--- config.mk ---
export PLATFORM = sky130hd
export DESIGN_NAME = predelay_commutator
export DESIGN_NICKNAME = d
export VERILOG_FILES = /design/src/rtl/predelay_commutator.sv
export SDC_FILE = /design/constraint.sdc
export NUM_CORES = 1
export LEC_CHECK = 0
export CAP_MARGIN = 20
export CORE_MARGIN = 3
export CORE_UTILIZATION = 30
export CTS_CLUSTER_SIZE = 30
export DETAILED_ROUTE_END_ITERATION = 12
export GPL_ROUTABILITY_DRIVEN = 0
export PLACE_DENSITY_LB_ADDON = 0.08
export SLEW_MARGIN = 20
export SYNTH_ARGS = -nofsm -noshare
export SYNTH_HDL_FRONTEND = slang
export SYNTH_SLANG_ARGS = --single-unit
--- constraint.sdc ---
create_clock -name CLK -period 2.2 [get_ports CLK]
set_clock_uncertainty 0.05 [all_clocks]
set_input_delay 0.33 -clock CLK [delete_from_list [all_inputs] [get_ports CLK]]
set_output_delay 0.33 -clock CLK [all_outputs]
set_load 0.01 [all_outputs]
--- src/rtl/predelay_commutator.sv ---
// -----------------------------------------------------------------------------
// predelay_commutator
//   Front half of one R2MDC stage. It sits between a butterfly's two outputs
//   and the postdelay commutator. Butterfly path 1 goes through a circular
//   delay line of DELAY_CYCLES valid samples. A two-way switch then either
//   passes both paths straight or crosses them. The switch changes state
//   every DELAY_CYCLES outputs. The block also produces the output pair index
//   that the postdelay commutator consumes.
//
//   Optional feature: define PREDELAY_DRAIN_EN to add the `drain` input.
//   While in_valid=0 and the delay line is primed, drain=1 advances the block
//   as if zero samples were presented on both paths. This flushes the last
//   DELAY_CYCLES delayed samples out of the block.
//
// Ports
//   CLK                    in   1   clock, posedge
//   RST                    in   1   synchronous active-high reset
//   drain                  in   1   flush request (PREDELAY_DRAIN_EN only)
//   in_valid               in   1   bf_out* hold a valid sample pair
//   bf_out0_re/_im         in   16  butterfly path 0 (undelayed)
//   bf_out1_re/_im         in   16  butterfly path 1 (delayed by D)
//   cm_out0_re/_im         out  16  commutator output 0, registered
//   cm_out1_re/_im         out  16  commutator output 1, registered
//   out_valid              out  1   cm_out* valid this cycle
//   cntr_IFFT_input_pairs  out  5   output pair index mod NUM_INPUTS_PER_PATH
// -----------------------------------------------------------------------------
module predelay_commutator #(
  parameter int DELAY_CYCLES        = 16,
  parameter int NUM_INPUTS_PER_PATH = 32
) (
  input  logic                                   CLK,
  input  logic                                   RST,
`ifdef PREDELAY_DRAIN_EN
  input  logic                                   drain,
`endif
  input  logic                                   in_valid,
  input  logic [15:0]                            bf_out0_re,
  input  logic [15:0]                            bf_out0_im,
  input  logic [15:0]                            bf_out1_re,
  input  logic [15:0]                            bf_out1_im,
  output logic [15:0]                            cm_out0_re,
  output logic [15:0]                            cm_out0_im,
  output logic [15:0]                            cm_out1_re,
  output logic [15:0]                            cm_out1_im,
  output logic                                   out_valid,
  output logic [$clog2(NUM_INPUTS_PER_PATH)-1:0] cntr_IFFT_input_pairs
);

  localparam int AW = $clog2(DELAY_CYCLES);
  localparam int CW = $clog2(NUM_INPUTS_PER_PATH);
  localparam logic [AW:0]   FILL_FULL = (AW+1)'(DELAY_CYCLES);
  localparam logic [AW-1:0] SW_LAST   = AW'(DELAY_CYCLES - 1);

  // Delay RAM is deliberately left uninitialised; only primed entries are read.
  logic [31:0]   mem_r [DELAY_CYCLES];
  logic [AW-1:0] wr_ptr_r;
  logic [AW-1:0] sw_cnt_r;
  logic [AW:0]   fill_r;
  logic          sw_r;
  logic [CW-1:0] pair_idx_r;

  logic [31:0]   cm_out0_r;
  logic [31:0]   cm_out1_r;
  logic          out_valid_r;
  logic [CW-1:0] cntr_r;

  logic          primed_s;
  logic          advance_s;
  logic [31:0]   path0_s;
  logic [31:0]   path1_s;
  logic [31:0]   delayed_s;

  assign primed_s  = (fill_r == FILL_FULL);
  // Read-before-write: this slot still holds the path-1 sample from D steps ago.
  assign delayed_s = mem_r[wr_ptr_r];

  // Select what advances the block and which samples it consumes.
  always_comb begin
    advance_s = 1'b0;
    path0_s   = 32'h0000_0000;
    path1_s   = 32'h0000_0000;
`ifdef PREDELAY_DRAIN_EN
    // A real input always wins over drain; drain is ignored until primed.
    if (in_valid) begin
      advance_s = 1'b1;
      path0_s   = {bf_out0_re, bf_out0_im};
      path1_s   = {bf_out1_re, bf_out1_im};
    end else begin
      advance_s = drain & primed_s;
      path0_s   = 32'h0000_0000;
      path1_s   = 32'h0000_0000;
    end
`else
    advance_s = in_valid;
    path0_s   = {bf_out0_re, bf_out0_im};
    path1_s   = {bf_out1_re, bf_out1_im};
`endif
  end

  // Delay line storage: write the incoming path-1 sample into the slot just read.
  always_ff @(posedge CLK) begin
    if (!RST && advance_s) begin
      mem_r[wr_ptr_r] <= path1_s;
    end
  end

  // Control state, switch and registered outputs.
  always_ff @(posedge CLK) begin
    if (RST) begin
      wr_ptr_r    <= '0;
      sw_cnt_r    <= '0;
      fill_r      <= '0;
      sw_r        <= 1'b0;
      pair_idx_r  <= '0;
      cm_out0_r   <= 32'h0000_0000;
      cm_out1_r   <= 32'h0000_0000;
      out_valid_r <= 1'b0;
      cntr_r      <= '0;
    end else if (advance_s) begin
      wr_ptr_r <= wr_ptr_r + AW'(1);
      if (!primed_s) begin
        // Still priming: the delayed path holds nothing useful yet.
        fill_r      <= fill_r + (AW+1)'(1);
        out_valid_r <= 1'b0;
      end else begin
        out_valid_r <= 1'b1;
        cm_out0_r   <= sw_r ? delayed_s : path0_s;
        cm_out1_r   <= sw_r ? path0_s   : delayed_s;
        cntr_r      <= pair_idx_r;
        pair_idx_r  <= pair_idx_r + CW'(1);
        // D is a power of two, so the counter wraps on its own.
        sw_cnt_r    <= sw_cnt_r + AW'(1);
        if (sw_cnt_r == SW_LAST) begin
          sw_r <= ~sw_r;
        end
      end
    end else begin
      out_valid_r <= 1'b0;
    end
  end

  assign cm_out0_re            = cm_out0_r[31:16];
  assign cm_out0_im            = cm_out0_r[15:0];
  assign cm_out1_re            = cm_out1_r[31:16];
  assign cm_out1_im            = cm_out1_r[15:0];
  assign out_valid             = out_valid_r;
  assign cntr_IFFT_input_pairs = cntr_r;

endmodule

==> flow_metrics.py <==
metrics = {
    "die": {
        "die_h_um": 285.0,
        "start_util_pct": 30.53,
        "fp.dieW_um": 285.0,
        "coreArea_um2": 76450,
        "ioPinCount": 137,
        "dieArea_um2": 81200,
        "rows": 101,
    },
    "clocking": {
        "cts_root_buffer": "clkbuf_16",
        "cts_tree": "done",
        "path_clk_slew_ns": 0.06,
        "htreeDepth": 3,
        "holdBufCountCts": 0,
        "cts_buffers": 70,
        "clk_latency_ns": 0.61,
        "cts.path.max_buffers": 3,
        "cts.sinks": 605,
    },
    "route": {
        "routedWlPerCell_um": 24.39,
        "drt-vias-per-instance": 4.831,
        "drt_iter0_drc": 745,
        "drc_errors": 0,
        "postRouteAntennaNets": 0,
        "wl_mm": 63.26,
        "vias": 12530,
        "firstDrtPassIters": 5,
    },
    "worst_hold_path": {
        "min_path_type": "in -> reg",
        "holdCritStartpoint": "RST",
        "whs_path_depth": 3,
    },
    "setup_path": {
        "rrSetupSlack_ns": 0.03,
        "cp.required_ns": 2.61,
        "crit_fanout": 13,
        "path_class": "reg -> reg",
        "end_kind": "register",
        "rr_worst_depth": 8,
        "start_kind": "register",
        "cp.arrival_ns": 2.58,
    },
    "power": {
        "netSwitchingPower_uw": 5413,
        "p_comb_share_pct": 6.3,
        "share_seq_of_total_power_pct": 48.9,
        "cellLeakagePower_uw": 0.009378,
        "p_per_area_nw_per_um2": 866.7,
        "switching_share_pct": 21.12,
        "p_int_uw": 20210,
        "vdd_drop_max_v": 0.0004736,
        "p_total_uw": 25630,
        "clkPwrFrac_pct": 44.8,
    },
    "logic_synthesis": {
        "synth_ff_type": "edfxtp_1",
        "ys_warn_count": 0,
        "synth_top_area_share_pct": 65.86,
        "netlist_area_um2": 23340,
        "netlist_instances": 1252,
        "syn_avg_cell_area_um2": 18.65,
        "seq_area_frac_synth_pct": 73.84,
        "synth-edff-count": 512,
        "synth_cell_types": 31,
        "yosys.area.top_type": "edfxtp_1",
        "ys_top_cells_by_area": "edfxtp_1 66%, mux4_2 12%, dfxtp_1 8.0%",
        "ys_async_sr_fraction_pct": 0,
        "synth_seq_cells": 605,
        "syn-num-nets": 1327,
    },
    "timing": {
        "worst_pin_slew_ns": 0.7518,
        "hold_violations": 0,
        "fin_crit_ns": 2.168,
        "setup_ws_ns": 0.03216,
        "max_freq_ghz": 0.4613,
        "slew_headroom_pct": 49.88,
        "setup_viol": 0,
        "maxSlewViolCount": 0,
        "rsz0062_at_grt": "true",
        "fin_crit_sh_pct": 98.54,
    },
    "place": {
        "dp_hpwl_mm": 39.95,
        "post-place-cells": 2445,
        "io_buffers": 136,
        "place_ws_ns": -0.1361,
    },
    "global_routing": {
        "first_global_vias": 12940,
        "grt_first_pass_wirelength_mm": 92.10,
        "grtUsageTotal_pct": 15.54,
        "gr-total-overflow": 0,
        "antenna_found_initial": 1,
        "grt_max_degree": 63,
    },
    "cells_and_area": {
        "finalNonFillerCells": 2594,
        "syn_to_final_growth_pct": 26.66,
        "drive_gt1_share_pct": 25.06,
        "fin_nets": 1583,
        "antenna_cells": 0,
        "fin_util_pct": 38.67,
    },
    "run": {
        "cap_viol_max_count": 0,
    },
    "outcome": {
        "status": "finished, final reports clean",
    },
}
## worst max-delay path: stages, from the launching register on
cell and delay, ns:
dfxtp_4 0.37, buf_12 0.13, buf_12 0.10, buf_16 0.16, mux4_2 0.58, a22o_1 0.24, o21ai_1 0.14, buf_4 0.15
a311oi_1 0.08
## per-stage QoR
step | instance area, um2 | hold slack, ns | setup TNS [ns]
after floorplan | 23350 | 0.3789 | 0
after global placement | 26990 | 0.3936 | -31.59
after detailed placement | 26990 | 0.3977 | -13.68
after CTS | 29280 | 0.1821 | 0
after global routing | 29570 | 0.2434 | -0.2084
final | 29570 | 0.2103 | 0
## power groups by stage
stage / clock (uW) / combinational (uW) / sequential, uW
CTS: 11900 / 1540 / 12500
detailed placement: 0 / 1530 / 12800
global route: 12300 / 1750 / 12500
floorplan: 0 / 798 / 12800
finish: 11500 / 1620 / 12500
global placement: 0 / 1530 / 12800
## cells by family after synthesis
family | synth area share [%]
DFF | 73.84
and+or+nand+nor | 4.100
AOI/OAI and AO/OA | 6.684
muxes | 12.43
buffers and inverters | 1.951
xor gates and xnor gates | 0.5628
adders and majority gates | 0.4288
## Yosys cell counts, types with 11 or more instances
cell type and n:
a22o_1 64, a311oi_1 63, and2_1 21, buf_2 22, clkbuf_1 47, dfxtp_1 93, edfxtp_1 512, mux4_2 128
nand2_1 48, nand2b_1 33, nor2_1 85, o21ai_1 32, o21bai_1 32, xor2_1 11
## flip-flops by register name (all words and copies together), names as in the netlist, named ones only
name / flops
wr_ptr_r: 4
cm_out1_r: 32
fill_r: 5
mem_r: 512
out_valid: 1
sw_r: 1
cntr_IFFT_input_pairs: 5
cm_out0_r: 32
sw_cnt_r: 4
pair_idx_r: 5
## cell usage in the layout, fill, tap and decap left out, drive strengths merged
| cell type | synthesis | layout |
|---|---|---|
| dfxtp | 93 | 93 |
| mux4 | 128 | 128 |
| xnor2 | 4 | 4 |
| nor3b | 1 | 1 |
| a21oi | 8 | 8 |
| a22o | 64 | 64 |
| and4bb | 1 | 1 |
| ha | 8 | 8 |
| bufinv | 0 | 5 |
| mux2i | 2 | 2 |
| and3b | 1 | 1 |
| nand3b | 1 | 1 |
| inv | 4 | 7 |
| clkbuf | 47 | 107 |
| and3 | 2 | 2 |
| nand4 | 6 | 6 |
| nand3 | 3 | 3 |
| xor2 | 11 | 11 |
| edfxtp | 512 | 512 |
| clkinv | 0 | 16 |
| o21bai | 32 | 32 |
| a311oi | 63 | 63 |
| buf | 38 | 131 |
| nor2 | 85 | 85 |
| nand2b | 33 | 33 |
| o21ai | 32 | 32 |
| nor2b | 3 | 3 |
| nand2 | 48 | 48 |
| a211oi | 1 | 1 |
| clkdlybuf4s50 | 0 | 135 |
| and2 | 21 | 21 |
## cell type report
| cell class | instances | area, um2 |
|---|---|---|
| inverter | 4 | 15.01 |
| clock buffer | 104 | 2012 |
| sequential | 605 | 17250 |
| fill | 6976 | 46890 |
| tap | 1030 | 1289 |
| multi-input combinational | 558 | 5747 |
| clock inverter | 24 | 259.0 |
| timing repair buffer | 269 | 2995 |
## final timing paths
kind,to
max,cm_out0_r[29]$_SDFFE_PP0P_
max reg2reg,cm_out0_r[29]$_SDFFE_PP0P_
min,sw_r$_SDFFE_PP0P_
min reg2reg,cntr_IFFT_input_pairs[3]$_SDFFE_PP0P_
## per-layer routing
| layer | global-route usage [%] | vias up | share of wire, % |
|---|---|---|---|
| met4 | 4.017 | 0 | 2.0 |
| met2 | 24.31 | 282 | 47 |
| met3 | 2.750 | 82 | 4.7 |
| met5 | 0 | - | 0 |
| li1 | - | 5613 | - |
| met1 | 22.45 | 6554 | 47 |
## what timing repair did
item                                    in CTS  in global routing
resized for setup                            2                 11
setup buffers                                2                 16
pin swaps                                    0                  3
gates cloned                                 0                  3
endpoints found under the setup margin       2                 44
Power figures use the tool's default switching activity.
